**src/rtl/otter_mem_arbiter.sv**
```systemverilog
// Round-robin arbiter that serialises whole-line read/write bursts from several
// cache-line adapters onto one single-port burst memory, with a read time-out.
module otter_mem_arbiter #(
    parameter int NUM_REQ   = 2,
    parameter int ADDR_W    = 32,
    parameter int DATA_W    = 32,
    parameter int BURST_LEN = 4,
    parameter int TIMEOUT   = 64
) (
    input  logic                        MEM_CLK,
    input  logic                        MEM_RST_N,
    input  logic [NUM_REQ-1:0]          REQ_RE,
    input  logic [NUM_REQ-1:0]          REQ_WE,
    input  logic [NUM_REQ*ADDR_W-1:0]   REQ_ADDR,
    input  logic [NUM_REQ*DATA_W-1:0]   REQ_WDATA,
    output logic [NUM_REQ-1:0]          REQ_GNT,
    output logic [NUM_REQ-1:0]          REQ_WACK,
    output logic [NUM_REQ-1:0]          REQ_RVALID,
    output logic [DATA_W-1:0]           REQ_RDATA,
    output logic [NUM_REQ-1:0]          REQ_DONE,
    output logic [NUM_REQ-1:0]          REQ_ERR,
    output logic                        M_RE,
    output logic                        M_WE,
    output logic [ADDR_W-1:0]           M_ADDR,
    output logic [DATA_W-1:0]           M_WDATA,
    input  logic [DATA_W-1:0]           M_RDATA,
    input  logic                        M_VALID
);

    localparam int GW      = (NUM_REQ > 1) ? $clog2(NUM_REQ) : 1;
    localparam int BW      = (BURST_LEN > 1) ? $clog2(BURST_LEN) : 1;
    localparam int TW      = $clog2(TIMEOUT + 1);
    localparam int BYTE_SH = $clog2(DATA_W / 8);
    localparam int OFF_W   = $clog2(BURST_LEN * DATA_W / 8);

    localparam logic [ADDR_W-1:0] LINE_MASK = ~((ADDR_W'(1) << OFF_W) - ADDR_W'(1));
    localparam logic [BW-1:0]     LAST_BEAT = BW'(BURST_LEN - 1);
    localparam logic [TW-1:0]     TMO_LAST  = TW'(TIMEOUT - 1);
    localparam logic [GW-1:0]     LAST_REQ  = GW'(NUM_REQ - 1);

    typedef enum logic [2:0] {
        S_IDLE,
        S_RD_ISSUE,
        S_RD_WAIT,
        S_WR_BEAT,
        S_DONE
    } state_t;

    state_t              r_state, w_state_nxt;
    logic [GW-1:0]       r_gidx, w_gidx_nxt;
    logic [GW-1:0]       r_rr, w_rr_nxt;
    logic [NUM_REQ-1:0]  r_gnt, w_gnt_nxt;
    logic [ADDR_W-1:0]   r_base, w_base_nxt;
    logic [BW-1:0]       r_beat, w_beat_nxt;
    logic [TW-1:0]       r_tmo, w_tmo_nxt;
    logic                r_err, w_err_nxt;

    logic [NUM_REQ-1:0]  w_pending;
    logic [NUM_REQ-1:0]  w_pick_oh;
    logic [GW-1:0]       w_pick, w_pick_hi;
    logic                w_any, w_any_hi;
    logic [ADDR_W-1:0]   w_pick_addr;
    logic [DATA_W-1:0]   w_gnt_wdata;

    assign w_pending = REQ_RE | REQ_WE;
    assign w_pick_oh = {{(NUM_REQ-1){1'b0}}, 1'b1} << w_pick;
    assign REQ_GNT   = r_gnt;

    // Lowest pending index at or above the pointer wins; otherwise wrap to the lowest overall.
    always_comb begin
        w_any     = 1'b0;
        w_any_hi  = 1'b0;
        w_pick    = '0;
        w_pick_hi = '0;
        for (int i = NUM_REQ - 1; i >= 0; i--) begin
            if (w_pending[i]) begin
                w_any  = 1'b1;
                w_pick = GW'(i);
                if (GW'(i) >= r_rr) begin
                    w_any_hi  = 1'b1;
                    w_pick_hi = GW'(i);
                end
            end
        end
        if (w_any_hi) begin
            w_pick = w_pick_hi;
        end
    end

    always_comb begin
        w_pick_addr = '0;
        w_gnt_wdata = '0;
        for (int i = 0; i < NUM_REQ; i++) begin
            if (GW'(i) == w_pick) begin
                w_pick_addr = REQ_ADDR[i*ADDR_W +: ADDR_W];
            end
            if (GW'(i) == r_gidx) begin
                w_gnt_wdata = REQ_WDATA[i*DATA_W +: DATA_W];
            end
        end
    end

    // r_tmo counts cycles since the last memory activity; it trips one cycle early so
    // DONE lands exactly TIMEOUT cycles after that activity.
    always_comb begin
        w_state_nxt = r_state;
        w_gidx_nxt  = r_gidx;
        w_rr_nxt    = r_rr;
        w_gnt_nxt   = r_gnt;
        w_base_nxt  = r_base;
        w_beat_nxt  = r_beat;
        w_tmo_nxt   = r_tmo;
        w_err_nxt   = r_err;
        REQ_WACK    = '0;
        REQ_RVALID  = '0;
        REQ_RDATA   = '0;
        REQ_DONE    = '0;
        REQ_ERR     = '0;
        M_RE        = 1'b0;
        M_WE        = 1'b0;
        M_ADDR      = '0;
        M_WDATA     = '0;

        case (r_state)
            S_IDLE: begin
                if (w_any) begin
                    w_gidx_nxt  = w_pick;
                    w_gnt_nxt   = w_pick_oh;
                    w_base_nxt  = w_pick_addr & LINE_MASK;
                    w_beat_nxt  = '0;
                    w_tmo_nxt   = '0;
                    w_err_nxt   = 1'b0;
                    w_state_nxt = REQ_WE[w_pick] ? S_WR_BEAT : S_RD_ISSUE;
                end
            end
            S_RD_ISSUE: begin
                M_RE        = 1'b1;
                M_ADDR      = r_base;
                w_tmo_nxt   = TW'(1);
                w_state_nxt = S_RD_WAIT;
            end
            S_RD_WAIT: begin
                if (M_VALID) begin
                    REQ_RVALID = r_gnt;
                    REQ_RDATA  = M_RDATA;
                    w_tmo_nxt  = TW'(1);
                    w_beat_nxt = r_beat + BW'(1);
                    if (r_beat == LAST_BEAT) begin
                        w_state_nxt = S_DONE;
                    end
                end else if (r_tmo >= TMO_LAST) begin
                    w_tmo_nxt   = r_tmo + TW'(1);
                    w_err_nxt   = 1'b1;
                    w_state_nxt = S_DONE;
                end else begin
                    w_tmo_nxt = r_tmo + TW'(1);
                end
            end
            S_WR_BEAT: begin
                M_WE       = 1'b1;
                M_ADDR     = r_base + (ADDR_W'(r_beat) << BYTE_SH);
                M_WDATA    = w_gnt_wdata;
                REQ_WACK   = r_gnt;
                w_beat_nxt = r_beat + BW'(1);
                if (r_beat == LAST_BEAT) begin
                    w_state_nxt = S_DONE;
                end
            end
            S_DONE: begin
                REQ_DONE    = r_gnt;
                REQ_ERR     = r_err ? r_gnt : '0;
                w_rr_nxt    = (r_gidx == LAST_REQ) ? '0 : r_gidx + GW'(1);
                w_gnt_nxt   = '0;
                w_beat_nxt  = '0;
                w_tmo_nxt   = '0;
                w_err_nxt   = 1'b0;
                w_state_nxt = S_IDLE;
            end
            default: begin
                w_state_nxt = S_IDLE;
            end
        endcase
    end

    always_ff @(posedge MEM_CLK or negedge MEM_RST_N) begin
        if (!MEM_RST_N) begin
            r_state <= S_IDLE;
            r_gidx  <= '0;
            r_rr    <= '0;
            r_gnt   <= '0;
            r_base  <= '0;
            r_beat  <= '0;
            r_tmo   <= '0;
            r_err   <= 1'b0;
        end else begin
            r_state <= w_state_nxt;
            r_gidx  <= w_gidx_nxt;
            r_rr    <= w_rr_nxt;
            r_gnt   <= w_gnt_nxt;
            r_base  <= w_base_nxt;
            r_beat  <= w_beat_nxt;
            r_tmo   <= w_tmo_nxt;
            r_err   <= w_err_nxt;
        end
    end

endmodule

```
**config.mk**
```make
export PLATFORM = sky130hd
export DESIGN_NAME = otter_mem_arbiter
export DESIGN_NICKNAME = d
export VERILOG_FILES = /design/src/rtl/otter_mem_arbiter.sv
export SDC_FILE = /design/constraint.sdc
export NUM_CORES = 1
export LEC_CHECK = 0
export CAP_MARGIN = 30
export CORE_AREA = 2 2 107 109
export DETAILED_ROUTE_END_ITERATION = 10
export DIE_AREA = 0 0 109 111
export GPL_TIMING_DRIVEN = 0
export PLACE_DENSITY = 0.77
export SLEW_MARGIN = 20
export SYNTH_ARGS = -nofsm -noshare
export SYNTH_HDL_FRONTEND = slang
export SYNTH_SLANG_ARGS = --single-unit
```
**constraint.sdc**
```tcl
create_clock -name MEM_CLK -period 3.3 [get_ports MEM_CLK]
set_clock_uncertainty 0.2 [all_clocks]
set_input_delay 0.495 -clock MEM_CLK [delete_from_list [all_inputs] [get_ports MEM_CLK]]
set_output_delay 0.495 -clock MEM_CLK [all_outputs]
set_load 0.005 [all_outputs]
```
==> impl_metrics.env <==
export IMPL_slew_viol_final=0
export IMPL_hold_path_class="in -> async"
export IMPL_syn_cell_area_um2=3160
export IMPL_worst_pin_slew_ps=699
export IMPL_ioPinCount=275
export IMPL_r2r_cells=4
export IMPL_via_count=3845
export IMPL_htree_levels=2
export IMPL_fp_dieW_um=109
export IMPL_hold_violations=0
export IMPL_max_slew_margin_pct=53.4
export IMPL_finalSetupTns_ps=0
export IMPL_postRouteAntennaNets=0
export IMPL_drive_gt1_share_pct=4.51
export IMPL_synthToLayoutAreaGrowth_pct=95.6
export IMPL_cp_slowest_cell="clkdlybuf4s50_1"
export IMPL_dpl_cell_count=757
export IMPL_final_cells=767
export IMPL_worst_path_max_fanout=10
export IMPL_setup_violations=0
export IMPL_endpoint_kind="output port"
export IMPL_async_flop_share_pct=100
export IMPL_grt_pass1_vias=4016
export IMPL_synth_top_area_share_pct=35.7
export IMPL_via_per_inst=5.01
export IMPL_grt_max_degree=27
export IMPL_synth_edff_count=0
export IMPL_num_rows=39
export IMPL_start_kind="flip-flop"
export IMPL_finalCritPeriodShare_pct=94.2
export IMPL_path_delay_family="buffers and inverters"
export IMPL_crit_cells=5
export IMPL_layout_commonest_cell="clkdlybuf4s50_1"
export IMPL_crit_buf_inv=3
export IMPL_syn_inst=348
export IMPL_crit_path_frequent_cell="clkbuf_1"
export IMPL_place_congestion=0.910
export IMPL_core_um2=11100
export IMPL_cts_tree="yes"
export IMPL_critPathMaxStageDelay_ps=510
export IMPL_fill_cells=996
export IMPL_final_min_clock_period_ps=3110
export IMPL_antenna_found_initial=4
export IMPL_drt_wirelength_per_cell_um=18.9
export IMPL_synth_top_cells_by_area="dfrtp_1 36%, and2_1 13%, mux2i_1 10%, a221o_1 8.9%, a21boi_0 6.9%"
export IMPL_die_y_um=111
export IMPL_yosys_cell_types_count=47
export IMPL_ys_warn_count=0
export IMPL_final_net_count=790
export IMPL_die_area_um2=12100
export IMPL_path_cells="clkbuf_1 -> nor2_4 -> clkbuf_1 -> and2_1 -> clkdlybuf4s50_1"
export IMPL_layout_common_cells="263 x clkdlybuf4s50_1, 64 x and2_1, 45 x dfrtp_1, 37 x nor2_1, 32 x mux2i_1"
export IMPL_synth_area_leader_cell="dfrtp_1"
export IMPL_multi_input_area_um2=1900
export IMPL_clk_pin_slew_ps=60
export IMPL_initial_core_util_pct=28.5
export IMPL_seqCellArea_um2=1130
export IMPL_p_leak_nw=2.50
export IMPL_irDropWorstVdd_v=0.000357
export IMPL_grt_overflow=0
export IMPL_synth_ff_type="dfrtp_1"
export IMPL_status="complete, no violations"
export IMPL_clock_sinks=45
export IMPL_yosysSeqAreaShare_pct=35.7
export IMPL_numCtsBuffers=5
export IMPL_clk_latency_ps=280
export IMPL_dp_slack_ps=46.7
export IMPL_portBuffers=264
export IMPL_cts_hold_buffers=0
export IMPL_drc=0
export IMPL_totalWireLength_um=14500
export IMPL_rsz0062_at_grt="false"
export IMPL_synth_seq_cells=45
export IMPL_critPathRequiredTime_ps=2600
export IMPL_grt_first_pass_wirelength_um=21900
export IMPL_root_buffer="clkbuf_16"
export IMPL_fin_ws_ps=193
export IMPL_cp_arrival_ps=2410
export IMPL_cap_violations=0
export IMPL_pwr_density_cell_nw_per_um2=636
export IMPL_hpwl_um=11900
export IMPL_path_class="reg -> out"
export IMPL_firstDrtPassIters=5
export IMPL_clock_path_buffers=2
export IMPL_fmax_ghz=0.322
export IMPL_track_usage_pct=23.4
export IMPL_syn_avg_cell_area_um2=9.07
export IMPL_initialDrtViolationCount=248
## metrics by stage
stage | hold WS (ps) | util, % | area [um2] | total power [mW]
after global routing | 83.1 | 55.7 | 6170 | 4.19
after CTS | 59.0 | 55.6 | 6150 | 3.92
after global placement | 315 | 54.0 | 5980 | 3.34
after detailed placement | 343 | 54.2 | 6010 | 3.40
final | 33.3 | 55.8 | 6180 | 3.93
after floorplan | -0.591 | - | 3160 | 2.16
## final timing paths
check                           startpoint    endpoint  slack [ps]
worst max register to register  r_state[0]  r_base[30]        1000
max in group asynchronous        MEM_RST_N  r_base[20]        2330
worst min-delay path             MEM_RST_N  r_base[28]          30
worst min register to register    r_tmo[3]    r_tmo[3]         360
worst max-delay path            r_state[2]  M_ADDR[12]         190
min in group MEM_CLK              r_tmo[3]    r_tmo[3]         360
## what timing repair did
| action | in CTS | in global routing |
|---|---|---|
| setup endpoints to repair | 24 | 42 |
| setup buffers | 0 | 0 |
| gates cloned | 0 | 0 |
| pin swaps | 0 | 0 |
| resized for setup | 3 | 7 |
## cell usage after synthesis, types with 2 or more instances
cell,n
nand3_1,2
or4_1,2
buf_2,7
and2_1,64
and3_1,7
inv_1,8
dfrtp_1,45
o21a_1,2
nor2_1,38
nor2b_1,2
a21boi_0,29
mux2i_1,32
a21o_1,4
nand2_1,8
a31oi_1,2
buf_1,2
o2bb2ai_1,2
o21ai_0,9
clkbuf_1,17
ha_1,2
a21oi_1,6
nor3_1,2
a221o_1,28
o211ai_1,3
buf_4,3
## kinds of logic (layout without fill, tap and decap cells)
group	count (synthesis)	count (layout)	synth area share, %
other cells	1	5	0.119
compound gates	93	93	23.6
flops	45	45	35.7
fa+ha+maj	3	3	1.11
mux	32	32	10.1
xor+xnor	1	1	0.277
simple gates	136	136	24.1
buf+inv	37	309	5.03
## sequential cells by signal (all words and copies together), names as in the netlist
name and cells:
r_tmo 7, r_rr 1, r_err 1, r_gidx 1, r_base 28, r_state 3, REQ_GNT 2, r_beat 2
## power breakdown
| group | total [mW] | switching, mW | leakage (nW) | internal (mW) |
|---|---|---|---|---|
| Sequential | 0.958 | 0.169 | 0.567 | 0.789 |
| Clock | 0.482 | 0.204 | 0.0669 | 0.278 |
| Combinational | 2.49 | 1.12 | 1.87 | 1.37 |
## layout make-up
type	instances	area share, %
well taps	143	2.90
inverters	8	0.486
clock buffers	6	2.09
flip-flops and latches	45	18.2
clock inverters	1	0.142
diodes	3	0.122
repair buffers	265	43.2
multi-input cells	267	30.8
plain buffers	29	2.13
## layer usage
| layer | GRT usage, % | vias up | part of all wire [%] |
|---|---|---|---|
| li1 | - | 1798 | - |
| met1 | 26.9 | 1812 | 37 |
| met2 | 39.7 | 209 | 48 |
| met3 | 8.88 | 24 | 12 |
| met4 | 7.35 | 2 | 2.7 |
| met5 | 0 | - | 0.096 |
No activity file was read; power rests on OpenSTA's default activity.
